### src/rtl/apb_pkg.sv
// rtl/apb_pkg.sv - Shared widths, FSM states and address helpers for the APB requester
package apb_pkg;

  localparam int ADDR_WIDTH  = 16;
  localparam int DATA_WIDTH  = 32;
  localparam int STRB_WIDTH  = DATA_WIDTH / 8;
  localparam int APB_TIMEOUT = 16;

  typedef enum logic [1:0] {
    IDLE   = 2'd0,
    SETUP  = 2'd1,
    ACCESS = 2'd2,
    ERROR  = 2'd3
  } apb_state_e;

  // Transfers must be aligned to the full data-bus width.
  function automatic logic validAlign(input logic [ADDR_WIDTH-1:0] addr);
    return (addr % ADDR_WIDTH'(STRB_WIDTH)) == '0;
  endfunction

  // Upper half of the map is privileged, non-secure, instruction space.
  function automatic logic [2:0] getPprot(input logic [ADDR_WIDTH-1:0] addr);
    return addr[ADDR_WIDTH-1] ? 3'b111 : 3'b000;
  endfunction

endpackage

### src/rtl/apb_requester.sv
// rtl/apb_requester.sv - Single-command APB requester with wait-state timeout
module apb_requester #(
  parameter int ADDR_WIDTH = apb_pkg::ADDR_WIDTH,
  parameter int DATA_WIDTH = apb_pkg::DATA_WIDTH,
  parameter int TIMEOUT    = apb_pkg::APB_TIMEOUT
) (
  input  logic                    PCLK,
  input  logic                    PRESETn,
  input  logic                    req_valid,
  output logic                    req_ready,
  input  logic                    req_write,
  input  logic [ADDR_WIDTH-1:0]   req_addr,
  input  logic [DATA_WIDTH-1:0]   req_wdata,
  input  logic [DATA_WIDTH/8-1:0] req_strb,
  output logic                    rsp_valid,
  output logic [DATA_WIDTH-1:0]   rsp_rdata,
  output logic                    rsp_err,
  output logic [ADDR_WIDTH-1:0]   PADDR,
  output logic [2:0]              PPROT,
  output logic                    PSEL,
  output logic                    PENABLE,
  output logic                    PWRITE,
  output logic [DATA_WIDTH-1:0]   PWDATA,
  output logic [DATA_WIDTH/8-1:0] PSTRB,
  input  logic                    PREADY,
  input  logic [DATA_WIDTH-1:0]   PRDATA,
  input  logic                    PSLVERR
);
  import apb_pkg::*;

  localparam int STRB_W = DATA_WIDTH / 8;
  localparam int CNT_W  = $clog2(TIMEOUT + 1);

  apb_state_e state, next_state;

  logic [ADDR_WIDTH-1:0] addr_q;
  logic [DATA_WIDTH-1:0] wdata_q;
  logic [DATA_WIDTH-1:0] rdata_q;
  logic [STRB_W-1:0]     strb_q;
  logic                  write_q;
  logic                  rsp_valid_q;
  logic                  rsp_err_q;
  logic [CNT_W-1:0]      wait_cnt;
  logic                  load;
  logic                  done;
  logic                  expired;
  logic                  bus_active;

  always_ff @(posedge PCLK or negedge PRESETn) begin
    if (!PRESETn) state <= IDLE;
    else          state <= next_state;
  end

  always_comb begin
    next_state = state;
    load       = 1'b0;
    done       = 1'b0;
    expired    = 1'b0;
    req_ready  = 1'b0;
    PSEL       = 1'b0;
    PENABLE    = 1'b0;
    case (state)
      IDLE: begin
        req_ready = 1'b1;
        if (req_valid) begin
          if (validAlign(req_addr)) begin
            load       = 1'b1;
            next_state = SETUP;
          end else begin
            next_state = ERROR;
          end
        end
      end
      SETUP: begin
        PSEL       = 1'b1;
        next_state = ACCESS;
      end
      ACCESS: begin
        PSEL    = 1'b1;
        PENABLE = 1'b1;
        // A ready completer on the final allowed cycle still completes normally.
        if (PREADY) begin
          done       = 1'b1;
          next_state = IDLE;
        end else if (wait_cnt == CNT_W'(TIMEOUT - 1)) begin
          expired    = 1'b1;
          next_state = IDLE;
        end
      end
      ERROR:   next_state = IDLE;
      default: next_state = IDLE;
    endcase
  end

  always_ff @(posedge PCLK or negedge PRESETn) begin
    if (!PRESETn) begin
      addr_q      <= '0;
      wdata_q     <= '0;
      strb_q      <= '0;
      write_q     <= 1'b0;
      wait_cnt    <= '0;
      rsp_valid_q <= 1'b0;
      rsp_err_q   <= 1'b0;
      rdata_q     <= '0;
    end else begin
      rsp_valid_q <= done | expired;
      if (load) begin
        addr_q   <= req_addr;
        write_q  <= req_write;
        wdata_q  <= req_write ? req_wdata : '0;
        strb_q   <= req_write ? req_strb : '0;
        wait_cnt <= '0;
      end else if (state == ACCESS && !PREADY) begin
        wait_cnt <= wait_cnt + 1'b1;
      end
      if (done) begin
        rsp_err_q <= PSLVERR;
        rdata_q   <= write_q ? '0 : PRDATA;
      end else if (expired) begin
        rsp_err_q <= 1'b1;
        rdata_q   <= '0;
      end
    end
  end

  assign bus_active = (state == SETUP) || (state == ACCESS);
  assign PADDR      = bus_active ? addr_q : '0;
  assign PWRITE     = bus_active & write_q;
  assign PWDATA     = bus_active ? wdata_q : '0;
  assign PSTRB      = bus_active ? strb_q : '0;
  assign PPROT      = bus_active ? getPprot(addr_q) : 3'b000;

  // Misaligned commands answer combinationally from the ERROR state itself.
  assign rsp_valid  = rsp_valid_q | (state == ERROR);
  assign rsp_err    = rsp_valid_q ? rsp_err_q : (state == ERROR);
  assign rsp_rdata  = rsp_valid_q ? rdata_q : '0;

endmodule

### config.mk
export PLATFORM = sky130hd
export DESIGN_NAME = apb_requester
export DESIGN_NICKNAME = d
export VERILOG_FILES = /design/src/rtl/apb_pkg.sv /design/src/rtl/apb_requester.sv
export SDC_FILE = /design/constraint.sdc
export NUM_CORES = 1
export LEC_CHECK = 0
export BUFFER_PORTS_ARGS = -buffer_cell sky130_fd_sc_hd__buf_2
export CAP_MARGIN = 20
export CELL_PAD_IN_SITES_DETAIL_PLACEMENT = 0
export CELL_PAD_IN_SITES_GLOBAL_PLACEMENT = 2
export CORE_ASPECT_RATIO = 1.75
export CORE_MARGIN = 1.5
export CORE_UTILIZATION = 29
export CTS_BUF_LIST = sky130_fd_sc_hd__clkbuf_4 sky130_fd_sc_hd__clkbuf_8 sky130_fd_sc_hd__clkbuf_16
export CTS_CLUSTER_SIZE = 20
export DETAILED_ROUTE_END_ITERATION = 16
export PLACE_DENSITY_LB_ADDON = 0.1
export SLEW_MARGIN = 20
export SYNTH_ARGS = -nofsm -noshare
export SYNTH_HDL_FRONTEND = slang
export SYNTH_SLANG_ARGS = --single-unit
### constraint.sdc
create_clock -name PCLK -period 4.9 [get_ports PCLK]
set_input_delay 0.98 -clock PCLK [delete_from_list [all_inputs] [get_ports PCLK]]
set_output_delay 0.98 -clock PCLK [all_outputs]
set_load 0.01 [all_outputs]
==> results.txt <==
- PnR Total Power: approximately 3.2 mW
- Delay of the slowest critical-path stage: 0.46 ns
- CTS H-tree lvls: 3
- Max-slew violation count: 0
* CTS Buffer Depth: 2
* Global-route wire length before repair: 18.65 mm
- Synth area leader: dfrtp_1
- Post-Layout Cell Count: 792
- Buffers placed on the I/O ports in this run total 182.
- For the worst setup path, the data arrival time is approximately 2.0 ns.
- After the last flow step, the layout net total stands at 704.
* Top area cells in the synthesized netlist: dfrtp_1, and2_1, nand2_1
- The worst setup path is of the reg2out kind.
- CTS placed an instance of clkbuf_16 at the clock tree root.
- The detailed router finished its first iteration with between 100 and 150 violations.
- The die covers 0.01545 mm².
- Syn nets: approximately 540
- Once routing completed, OpenROAD measured the worst setup slack at 1.894 ns.
* Total wire length after detailed routing: 11.90 mm
- Detailed placement ended at an HPWL of 8.418 mm.
- The flow ran to the end, and the final reports show no timing, DRC or antenna violations.
- VDD sags by at most around 0.0002 V.
* Leakage power of the design: 3.155 nW
- List of cells traversed by the critical path: inv_1 > ha_1 > buf_4 > and2_1 > buf_2
* Hold violation total from the final report: 0
- Element type at the critical path end: primary output
* Worst hold path type: reg2reg
- Worst-path maximum fanout: 41
- STA classifies the critical path startpoint as a flip-flop.
- Global placer's final weighted congestion: 0.6859
- Once detail routing completed, the nets flagged for antenna violations numbered 0.
* Site row count: just under 60
- Of the synthesized area, sequential elements account for 0.5525.
- Ys flop type: dfrtp_1
- Top Metal Used: met4
- From synthesis to final layout, the design area changed by 31.24%.
* Clk_lat worst skew: 0.34 ns
* Via count of the routed design: 3609
- The number of global-route vias before repair came to 3783.
- Counting tap cells, the placed design contains a total of a little under 800 instances.
* Combined global-route utilization of all metal layers: 0.1567
* Clock transition at path regs: 0.07 ns
* TNS Setup: 0 ns
- Remaining global-route overflow: 0
- The number of hold buffers added after CTS was 0.
- Across the routed clock network, the largest skew measured is 0.009031 ns.
- The first detailed-routing pass ran for 4 iterations.
- The slowest stage of the critical path belongs to the cell ha_1.
- Rel. slew slack: 0.4279
* Minimum period implied by the final worst setup slack: 3.006 ns
- Total core area: 0.01437 mm²
- Maximum achievable frequency: 332.7 MHz
- For this run, design rule violations remaining after detail routing come to 0.
- Required arrival time at the worst endpoint: 3.92 ns
- The number of clock buffers added by TritonCTS is 9.
- Count of pins on the block boundary: between 150 and 200
- Initial cell density of the core: 0.2963
- Wire segments on met2 add up to approximately 6.2 mm in the final route.
* Fraction of final layout cells with drive strength greater than 1: 0.3415
- Pre-CTS setup slack: around 2.2 ns
- Yosys Warn Count: 0
* Number of setup violations in the final report: 0
- For the pin with the worst max-slew slack, the measured transition is roughly 0.86 ns.
- Once layout is complete, the utilization of the core stands at 0.3889.
- In this run the cell area measured after placement is 0.005290 mm².
* Width of the chip: between 90 and 100 µm
- Post_cts resized: 0
- Yosys mapped a number of flops with a built-in enable equal to 0.
* Number of post-CTS setup repair buffers: 0
* Delay-heaviest family, CP: buffers and inverters
* Post-synth top cells: nand2_1, dfrtp_1, and2_1
- The cell count after synthesis came out at 442.
- Unrepaired setup endpoints after global routing: no
- FFs w/ async S/R, synth: 1.000
- Dividing total power by cell area gives a power density of 577.8 mW/mm².
- Most common cell in the synthesized netlist: nand2_1
- TritonCTS clock tree: done
* Worst reg-to-reg setup slack: ~2.8 ns
- Combined buffer and inverter count along the critical path: 3
- In the finished design, the share of the clock period the worst path needs comes to 0.6135.
* Metal3 WL: 738 µm
- The detailed router put a total of 4.793 mm of wire on met1.
- Average wire per standard cell: 15.03 µm
* TritonCTS sink count: 94
- Routed vias/inst: 4.557
* Register bit total from synthesis: 94
* Total standard cell area after synthesis: 0.004258 mm²
- Design area: 0.005588 mm²
* Number of antenna violations at the first check in global routing: 0
* Max-Cap Viols: 0
- Top-area cell type share of the netlist area: 0.5525
- Entering global routing, the biggest net connects 67 pins.
- Number of fill cells: approximately 1500
- Averaged over all synthesized cells, the footprint is 9.633 µm².
* Final Hold Slack: ~0.46 ns
- The number of antenna diodes in the final layout is 0.
* Cell variety after synth: 29
- Die Span Y: 163.3 µm
-- cells by family after synthesis --
group / count (synthesis) / share of synthesized area
muxes: 3 / 0.007640
adders and majority gates: 6 / 0.01763
xor gates and xnor gates: 2 / 0.004115
DFF: 94 / 0.5525
buffers and inverters: 38 / 0.04261
and+or+nand+nor: 258 / 0.2983
AOI/OAI and AO/OA: 41 / 0.07728
-- worst min-delay path, stage by stage, from the launching register on --
cell	delay, ns
dfrtp_1	0.34
nand2_1	0.05
nand2_1	0.05
-- where the power goes --
part           internal [mW]  switching, mW  total [mW]
sequential              1.11          0.195        1.30
combinational          0.553          0.666        1.22
clock                  0.408          0.298       0.706
total                   2.07           1.16        3.23
-- cell usage in the layout (no fill, tap or decap), types with 6 or more instances in the layout --
| cell type | instances |
|---|---|
| nand3_1 | 37 |
| and2_1 | 87 |
| nand2_1 | 119 |
| a22o_1 | 32 |
| clkbuf_16 | 9 |
| ha_1 | 6 |
| buf_4 | 7 |
| buf_2 | 181 |
| dfrtp_1 | 94 |
-- path summary, 6_finish.rpt --
kind,from,to,depth (start not counted)
max,state[1],PWDATA[4],5
min,wdata_q[24],wdata_q[24],2
max reg2reg,state[1],strb_q[1],6
min reg2reg,wdata_q[24],wdata_q[24],2
max in group asynchronous,PRESETn,wdata_q[28],2
min in group asynchronous,PRESETn,rdata_q[11],1
-- state kept, by name, indices dropped and copies added, names as in the netlist --
signal       flops
state            2
wait_cnt         5
rdata_q         32
write_q          1
rsp_err_q        1
strb_q           4
addr_q          16
wdata_q         32
rsp_valid_q      1
-- routing by layer --
layer,up-vias,track usage
li1,1758,-
met1,1721,0.1787
met2,123,0.2858
met3,7,0.03305
met4,0,0.04885
met5,-,0
-- final cells by class --
class | instances | area (µm²) | area share
Multi-Input combinational cell | 310 | 1735 | 0.3106
Tap cell | 180 | 225.2 | 0.04030
Clock buffer | 10 | 239.0 | 0.04277
Sequential cell | 94 | 2352 | 0.4210
Clock inverter | 5 | 58.81 | 0.01052
Inverter | 5 | 18.77 | 0.003359
Timing Repair Buffer | 188 | 958.4 | 0.1715
Note: power is estimated with default switching activity, not from simulation.
